## src/rtl/md_unit.sv

```systemverilog
// md_unit: multiply/divide unit with architectural HI/LO registers for the
// EXE stage of the pipelined MIPS core. One operation runs at a time; busy
// stays high for MULT_LAT or DIV_LAT cycles, then {hi, lo} is written.
// Optional feature macro: MD_DIV_EN -- when defined, DIV/DIVU are built;
// when undefined, no divider exists and DIV/DIVU starts are ignored.
module md_unit #(
    parameter int WIDTH    = 32,
    parameter int MULT_LAT = 5,
    parameter int DIV_LAT  = 10
) (
    input  logic             clk,
    input  logic             rst,
    input  logic             start,
    input  logic [1:0]       md_op,
    input  logic [WIDTH-1:0] a,
    input  logic [WIDTH-1:0] b,
    input  logic             we_hi,
    input  logic             we_lo,
    output logic             busy,
    output logic [WIDTH-1:0] hi,
    output logic [WIDTH-1:0] lo
);

`ifdef MD_DIV_EN
    localparam int MAX_LAT = (MULT_LAT > DIV_LAT) ? MULT_LAT : DIV_LAT;
`else
    localparam int MAX_LAT = MULT_LAT;
`endif
    localparam int CNT_W = $clog2(MAX_LAT) + 1;

    localparam logic [CNT_W-1:0] CNT_ONE  = CNT_W'(1);
    localparam logic [CNT_W-1:0] CNT_ZERO = {CNT_W{1'b0}};
    localparam logic [CNT_W-1:0] CNT_MUL  = CNT_W'(MULT_LAT);
`ifdef MD_DIV_EN
    localparam logic [CNT_W-1:0] CNT_DIV  = CNT_W'(DIV_LAT);
    localparam logic [WIDTH-1:0] MOST_NEG = {1'b1, {(WIDTH-1){1'b0}}};
`endif
    localparam logic [WIDTH-1:0] ZERO_W   = {WIDTH{1'b0}};
    localparam logic [WIDTH-1:0] ONES_W   = {WIDTH{1'b1}};

    typedef enum logic {
        IDLE = 1'b0,
        RUN  = 1'b1
    } state_t;

    state_t             state_r;
    state_t             state_n;
    logic [CNT_W-1:0]   cnt_r;
    logic [CNT_W-1:0]   cnt_n;
    logic [CNT_W-1:0]   load_s;
    logic               op_ok_s;
    logic               accept_s;
    logic               busy_r;
    logic               busy_n;
    logic [WIDTH-1:0]   hi_r;
    logic [WIDTH-1:0]   lo_r;
    logic [WIDTH-1:0]   hi_n;
    logic [WIDTH-1:0]   lo_n;

    // Latched operation: operands plus the signed/unsigned flag.
    logic [WIDTH-1:0]   a_r;
    logic [WIDTH-1:0]   b_r;
    logic               op_signed_r;
`ifdef MD_DIV_EN
    logic               op_div_r;
`endif

    logic [2*WIDTH-1:0] ext_a_s;
    logic [2*WIDTH-1:0] ext_b_s;
    logic [2*WIDTH-1:0] prod_s;
    logic [WIDTH-1:0]   res_hi_s;
    logic [WIDTH-1:0]   res_lo_s;
`ifdef MD_DIV_EN
    logic               neg_a_s;
    logic               neg_b_s;
    logic [WIDTH-1:0]   mag_a_s;
    logic [WIDTH-1:0]   mag_b_s;
    logic [WIDTH-1:0]   quo_u_s;
    logic [WIDTH-1:0]   rem_u_s;
`endif

    assign busy = busy_r;
    assign hi   = hi_r;
    assign lo   = lo_r;

    // Decide whether the requested op exists in this build and pick its latency.
    always_comb begin
        op_ok_s = 1'b1;
        load_s  = CNT_MUL;
`ifdef MD_DIV_EN
        if (md_op[1]) begin
            load_s = CNT_DIV;
        end else begin
            load_s = CNT_MUL;
        end
`else
        op_ok_s = ~md_op[1];
`endif
    end

    // Result datapath from the latched operands (never from live a/b).
    always_comb begin
        // Sign- or zero-extend to 2*WIDTH; the low 2*WIDTH bits of the
        // product are then correct for both MULT and MULTU.
        ext_a_s  = {{WIDTH{op_signed_r & a_r[WIDTH-1]}}, a_r};
        ext_b_s  = {{WIDTH{op_signed_r & b_r[WIDTH-1]}}, b_r};
        prod_s   = ext_a_s * ext_b_s;
        res_hi_s = prod_s[2*WIDTH-1:WIDTH];
        res_lo_s = prod_s[WIDTH-1:0];
`ifdef MD_DIV_EN
        // Signed divide on magnitudes, then restore signs: quotient negative
        // when signs differ, remainder follows the dividend.
        neg_a_s  = op_signed_r & a_r[WIDTH-1];
        neg_b_s  = op_signed_r & b_r[WIDTH-1];
        mag_a_s  = neg_a_s ? (ZERO_W - a_r) : a_r;
        mag_b_s  = neg_b_s ? (ZERO_W - b_r) : b_r;
        quo_u_s  = ZERO_W;
        rem_u_s  = ZERO_W;
        if (op_div_r) begin
            if (b_r == ZERO_W) begin
                res_lo_s = ONES_W;
                res_hi_s = a_r;
            end else if (op_signed_r && (a_r == MOST_NEG) && (b_r == ONES_W)) begin
                res_lo_s = a_r;
                res_hi_s = ZERO_W;
            end else begin
                quo_u_s  = mag_a_s / mag_b_s;
                rem_u_s  = mag_a_s % mag_b_s;
                res_lo_s = (neg_a_s ^ neg_b_s) ? (ZERO_W - quo_u_s) : quo_u_s;
                res_hi_s = neg_a_s ? (ZERO_W - rem_u_s) : rem_u_s;
            end
        end else begin
            res_lo_s = prod_s[WIDTH-1:0];
        end
`endif
    end

    // Next-state logic: accept in IDLE, count down in RUN, write HI/LO at 1.
    always_comb begin
        state_n  = state_r;
        cnt_n    = cnt_r;
        accept_s = 1'b0;
        hi_n     = hi_r;
        lo_n     = lo_r;
        case (state_r)
            IDLE: begin
                if (start && op_ok_s) begin
                    // A start wins over MTHI/MTLO in the same cycle.
                    accept_s = 1'b1;
                    state_n  = RUN;
                    cnt_n    = load_s;
                end else begin
                    if (we_hi) begin
                        hi_n = a;
                    end else begin
                        hi_n = hi_r;
                    end
                    if (we_lo) begin
                        lo_n = a;
                    end else begin
                        lo_n = lo_r;
                    end
                end
            end
            RUN: begin
                if (cnt_r == CNT_ONE) begin
                    state_n = IDLE;
                    cnt_n   = CNT_ZERO;
                    hi_n    = res_hi_s;
                    lo_n    = res_lo_s;
                end else begin
                    cnt_n = cnt_r - CNT_ONE;
                end
            end
            default: begin
                state_n = IDLE;
                cnt_n   = CNT_ZERO;
            end
        endcase
        busy_n = (state_n == RUN);
    end

    // State, counter, busy flag and HI/LO registers.
    always_ff @(posedge clk) begin
        if (rst) begin
            state_r <= IDLE;
            cnt_r   <= CNT_ZERO;
            busy_r  <= 1'b0;
            hi_r    <= ZERO_W;
            lo_r    <= ZERO_W;
        end else begin
            state_r <= state_n;
            cnt_r   <= cnt_n;
            busy_r  <= busy_n;
            hi_r    <= hi_n;
            lo_r    <= lo_n;
        end
    end

    // Operand capture at accept.
    always_ff @(posedge clk) begin
        if (rst) begin
            a_r         <= ZERO_W;
            b_r         <= ZERO_W;
            op_signed_r <= 1'b0;
`ifdef MD_DIV_EN
            op_div_r    <= 1'b0;
`endif
        end else if (accept_s) begin
            a_r         <= a;
            b_r         <= b;
            op_signed_r <= ~md_op[0];
`ifdef MD_DIV_EN
            op_div_r    <= md_op[1];
`endif
        end
    end

endmodule

```

## config.mk

```make
export PLATFORM = sky130hd
export DESIGN_NAME = md_unit
export DESIGN_NICKNAME = d
export VERILOG_FILES = /design/src/rtl/md_unit.sv
export SDC_FILE = /design/constraint.sdc
export NUM_CORES = 2
export LEC_CHECK = 0
export ABC_AREA = 1
export ABC_CLOCK_PERIOD_IN_PS = 18160
export BUFFER_PORTS_ARGS = -buffer_cell sky130_fd_sc_hd__buf_2
export CORE_ASPECT_RATIO = 0.5
export CORE_MARGIN = 1
export CORE_UTILIZATION = 59
export DETAILED_ROUTE_END_ITERATION = 10
export GPL_TIMING_DRIVEN = 0
export PLACE_DENSITY = 0.76
export SYNTH_ARGS = -nofsm -noshare
export SYNTH_HDL_FRONTEND = slang
export SYNTH_SLANG_ARGS = --single-unit
```

## constraint.sdc

```tcl
create_clock -name clk -period 18.16 [get_ports clk]
set_clock_uncertainty 0.2 [all_clocks]
set_input_delay 0.908 -clock clk [delete_from_list [all_inputs] [get_ports clk]]
set_output_delay 0.908 -clock clk [all_outputs]
set_load 0.005 [all_outputs]
```

Word level (Yosys, flattened, before mapping) --
Index checks and enable logic that the tools add are counted.
Cells by class: add/subtract/negate cells 1, multipliers 1, equal/unequal tests 6, mux-type cells 15, bitwise logic cells 5, reductions and logical operators 3
Operators with widths (number):
- two-way mux 32 bit | 6
- case mux 32 bit (2 select lines) | 2
- multiplier 33 x 33 -> 64 bit | 1
- two-way mux 4 bit | 2
- != test 2 bit (second input constant) | 4
- case mux 4 bit (2 select lines) | 1
- AND reduction 3 bit | 2
- equality test 4 x 1 -> 1 bit (second input constant) | 1
- subtractor 4 x 1 -> 4 bit (second input constant) | 1
- two-way mux 1 bit | 3
- inverter 1 bit | 3
- bitwise AND 1 bit | 2
- != test 2 x 1 -> 1 bit (second input constant) | 1
- case mux 1 bit (2 select lines) | 1
- logical AND 1 bit | 1
Storage, ports and cells: register bits after elaboration 134, input port bits 71, output and inout bits 65, word-level logic and storage cells 38

Logic depth before layout (Yosys ltp) --
word-level depth 4, depth in mapped cells 35

Least setup slack after synthesis --
No wires, ideal clock.
path type flip-flop to flip-flop, from register a_r[31], to register hi_r[28], in the netlist hi[28], arrival time 7.333 ns, required time 17.890 ns, path slack 10.557 ns, stages on the path, launching flop included 31, period minus slack after synthesis 7.603 ns, cell sequence dfxtp_1 > buf_2 > nand2_1 > clkbuf_1 > buf_1 > nor2_1 > fa_1 > inv_1 > fa_1 > inv_1 > fa_1 > inv_1 > fa_1 > inv_1 > fa_1 > inv_1 > fa_1 > fa_1 > fa_1 > inv_1 > ha_1 > nand2_1 > nand2_1 > or2_2 > a21oi_1 > nand2_1 > a21oi_1 > nand2_1 > nand2_1 > nand3_1 > a21oi_1
On the way: cells in the longest elaborated chain, start to end 4
Ends and longest elaborated chain:
- start, declared | line 61 | logic [WIDTH-1:0] a_r;
- start signal, assigned | line 203 | a_r <= ZERO_W;
- start signal, assigned | line 210 | a_r <= a;
- bitwise AND 1 bit | line 105 | ext_a_s = {{WIDTH{op_signed_r & a_r[WIDTH-1]}}, a_r};
- multiplier 33 x 33 -> 64 bit * | line 107 | prod_s = ext_a_s * ext_b_s;
- two-way mux 32 bit * | line 166 | if (cnt_r == CNT_ONE) begin
- case mux 32 bit (2 select lines) * | line 145 | case (state_r)
- end signal, assigned | line 195 | hi_r <= hi_n;
- end, declared | line 55 | logic [WIDTH-1:0] hi_r;
Every way passes the cells marked *; elsewhere a longest branch is shown, timed or not. The select of a mux whose other input is x is not followed. A chain may end at the register's enable or synchronous reset.

Worst setup path after layout --
from register b_r[20], to register hi_r[7], in the netlist hi[7]
On the way: cells in the longest elaborated chain, start to end 3
Ends and longest elaborated chain:
- start, declared | line 62 | logic [WIDTH-1:0] b_r;
- start signal, assigned | line 204 | b_r <= ZERO_W;
- start signal, assigned | line 211 | b_r <= b;
- multiplier 33 x 33 -> 64 bit | line 107
- two-way mux 32 bit | line 166
- case mux 32 bit (2 select lines) | line 145
Every way passes these cells. The select of a mux whose other input is x is not followed.

==> flow_summary.ini <==
[clock_tree]
cts_buffers = 17
clkLatencyLatePin_ps = 470
hold_buffers = 0
h-tree-depth = 4
cts_tree = done
cts.sinks = 134
root_buffer = clkbuf_16
clock_path_buffers = 2
cts.clk_slew.worst_paths_ps = 70
cts_resized = 0
postCtsSetupBuffers = 0

[setup_path]
crit_start = b_r[20]
cpPeakStageDelay_ps = 1000
cp_top_family = adder cells
crit_fanout = 10
r2r-end = hi[7]
reg2reg_slack_ps = 7650
worstSetupPathType = reg2reg
path_common_cell = fa_1
cp_data_required_time_ps = 18290
cp-start-kind = flop
worstSetupEndpoint = hi[7]
ff2ff_path_depth = 27
path_buf_inv = 9
arrival_ps = 10630
cp-end-kind = flop
cp.depth = 27
crit_path_top_delay_cell = clkbuf_1
rr_startpoint = b_r[20]

[sta]
fmax_mhz = 95.2
setup_violations = 0
slew_headroom_pct = -2.92
rsz0062_at_grt = no
setup_tns_ps = 0
whs_ps = 293
maxSlewViolCount = 33
worst_pin_slew_ps = 1540
finalHoldViolCount = 0
post-route-period-util_pct = 57.9
period_needed_ps = 10510

[power_and_ir_drop]
p_leak_nw = 25.6
p_total_mw = 1.85
vdd_drop_max_mv = 0.0614
pwr_density_cell_nw_per_um2 = 39.0

[final_layout]
syn_to_final_growth_pct = 5.65
post_route_cells_drive_above_1_share_pct = 4.37
finish.utilization_pct = 63.0
instances_no_fill = 6885
nNetsFinal = 7256

[synth]
synthesis.nets = 7102
async_flop_share_pct = 0
synth_top_flop_cell = dfxtp_1
synth_area_per_cell_sq_um = 7.89
ys_warn_count = 0
syn_inst = 5692
ys_seq_area_share_pct = 5.97
synth_area_sq_um = 44900
synth_area_leaders = fa_1 50%, inv_1 14%, nand2_1 12%, dfxtp_1 6.0%, ha_1 6.0%
synth-edff-count = 0
yosysMostFrequentCell = inv_1
synth_top_area_share_pct = 50.2
yosys.area.top_type = fa_1
synth-seq-cells = 134
synth_cell_type_count = 44
synthTopCellsByCount = 1627 x inv_1, 1381 x nand2_1, 1125 x fa_1, 298 x clkbuf_1, 260 x a21oi_1

[grt]
grt_util_all_layers_pct = 50.3
grt_pass1_wl_um = 271000
grt_use_met3_pct = 30.7
met1_usage_pct = 66.6
grt_pass1_vias = 40292
grt_busiest_layer = met1
antenna_found_initial = 14
grt_use_met2_pct = 64.2
gr-total-overflow = 0
grt_max_degree = 26

[outcome]
status = finished, violations left
violations = design-rule violations, max-capacitance violations, max-slew violations

[placement]
port-buffer-count = 134
dp_hpwl_um = 161000
gp_congestion = 1.14
dp_cells = 6848

[detailed_routing]
drcViolationCount = 2
drtPass1Iterations = 11
vias = 40209
drt_iter0_markers = 5450
wl_per_cell_um = 27.4
antenna_left = 0
viasPerCell = 5.84
drt-total-wl_um = 189000

[floorplanning]
start_util_pct = 59.7
die_h_um = 197
die_area_sq_um = 77300
core_sq_um = 75200
rows = 71
io_pins = 136
die_x_um = 392

[hold_path]
hp-class = reg2reg

[run]
maxCapViolCount = 3
[placed cells by master, fill, tap and decap left out, types with 9 or more instances in the layout]
cell / count
a21oi_1: 260
nor3_1: 11
o21ai_1: 25
clkbuf_16: 17
a31oi_1: 9
fa_1: 1124
or2_2: 13
nand3b_1: 13
nand2_2: 14
nand3_1: 88
nor2_2: 22
nand2_1: 1381
inv_2: 13
ha_1: 214
buf_2: 144
clkbuf_1: 296
o21a_1: 9
dfxtp_1: 134
nor2_1: 198
nand4_1: 15
inv_1: 1627
o21ai_0: 154
[power breakdown]
group | switching, mW | internal, mW | total, mW | leakage, nW
clock | 0.172 | 0.182 | 0.353 | 0.267
combinational | 0.840 | 0.323 | 1.16 | 24.2
sequential | 0.0136 | 0.321 | 0.335 | 1.11
total | 1.03 | 0.825 | 1.85 | 25.6
[kinds of logic after synthesis]
group                    Yosys count  synth area share [%]
flip-flops                       134                  5.97
AO/OA/AOI/OAI                    482                  5.61
XOR/XNOR                          11                 0.215
buffers and inverters           1957                  16.4
AND/OR/NAND/NOR                 1769                  15.7
adder cells (fa/ha/maj)         1339                  56.1
[worst register-to-register path: cells and delay by family, from the launching register on]
family	cells	cell delay (ps)
buffers and inverters	9	2280
DFF	1	310
adders and majority gates	9	4650
and+or+nand+nor	4	940
AOI/OAI and AO/OA	5	1990
[worst min path at each step]
stage | endpoint | depth (start not counted) | from | slack (ps)
2_1_floorplan | cnt_r[3] | 2 | cnt_r[3] | 240
3_3_place_gp | cnt_r[3] | 2 | cnt_r[3] | 260
3_5_place_dp | cnt_r[3] | 2 | cnt_r[3] | 280
4_1_cts | cnt_r[3] | 2 | cnt_r[3] | 290
5_1_grt | cnt_r[1] | 2 | cnt_r[1] | 310
6_report | cnt_r[3] | 2 | cnt_r[3] | 290
[registers in the layout, summed over array words and instances (netlist names)]
register     flops
a_r             32
b_r             32
hi              32
lo              32
cnt_r            4
busy             1
op_signed_r      1
[layout make-up]
class / count / area [sq um]
Multi-Input combinational cell: 3601 / 34900
Fill cell: 6830 / 27800
Inverter: 1641 / 6160
Sequential cell: 134 / 2680
Tap cell: 1022 / 1280
Buffer: 316 / 1210
Timing Repair Buffer: 135 / 686
Clock buffer: 18 / 439
Clock inverter: 13 / 115
Antenna cell: 5 / 12.5
[stage by stage]
stage / cell area (sq um) / setup WS [ps]
after global routing: 47400 / 7890
after CTS: 47400 / 8270
after floorplan: 44900 / 10560
after detailed placement: 46900 / 8320
after global placement: 46900 / 8300
final: 47400 / 7650
[layer usage]
layer,wire [um],up-vias
met5,520,-
met4,10300,26
met3,37300,616
met2,71100,3051
met1,69500,20150
li1,-,16366
Power figures use the tool's default switching activity.
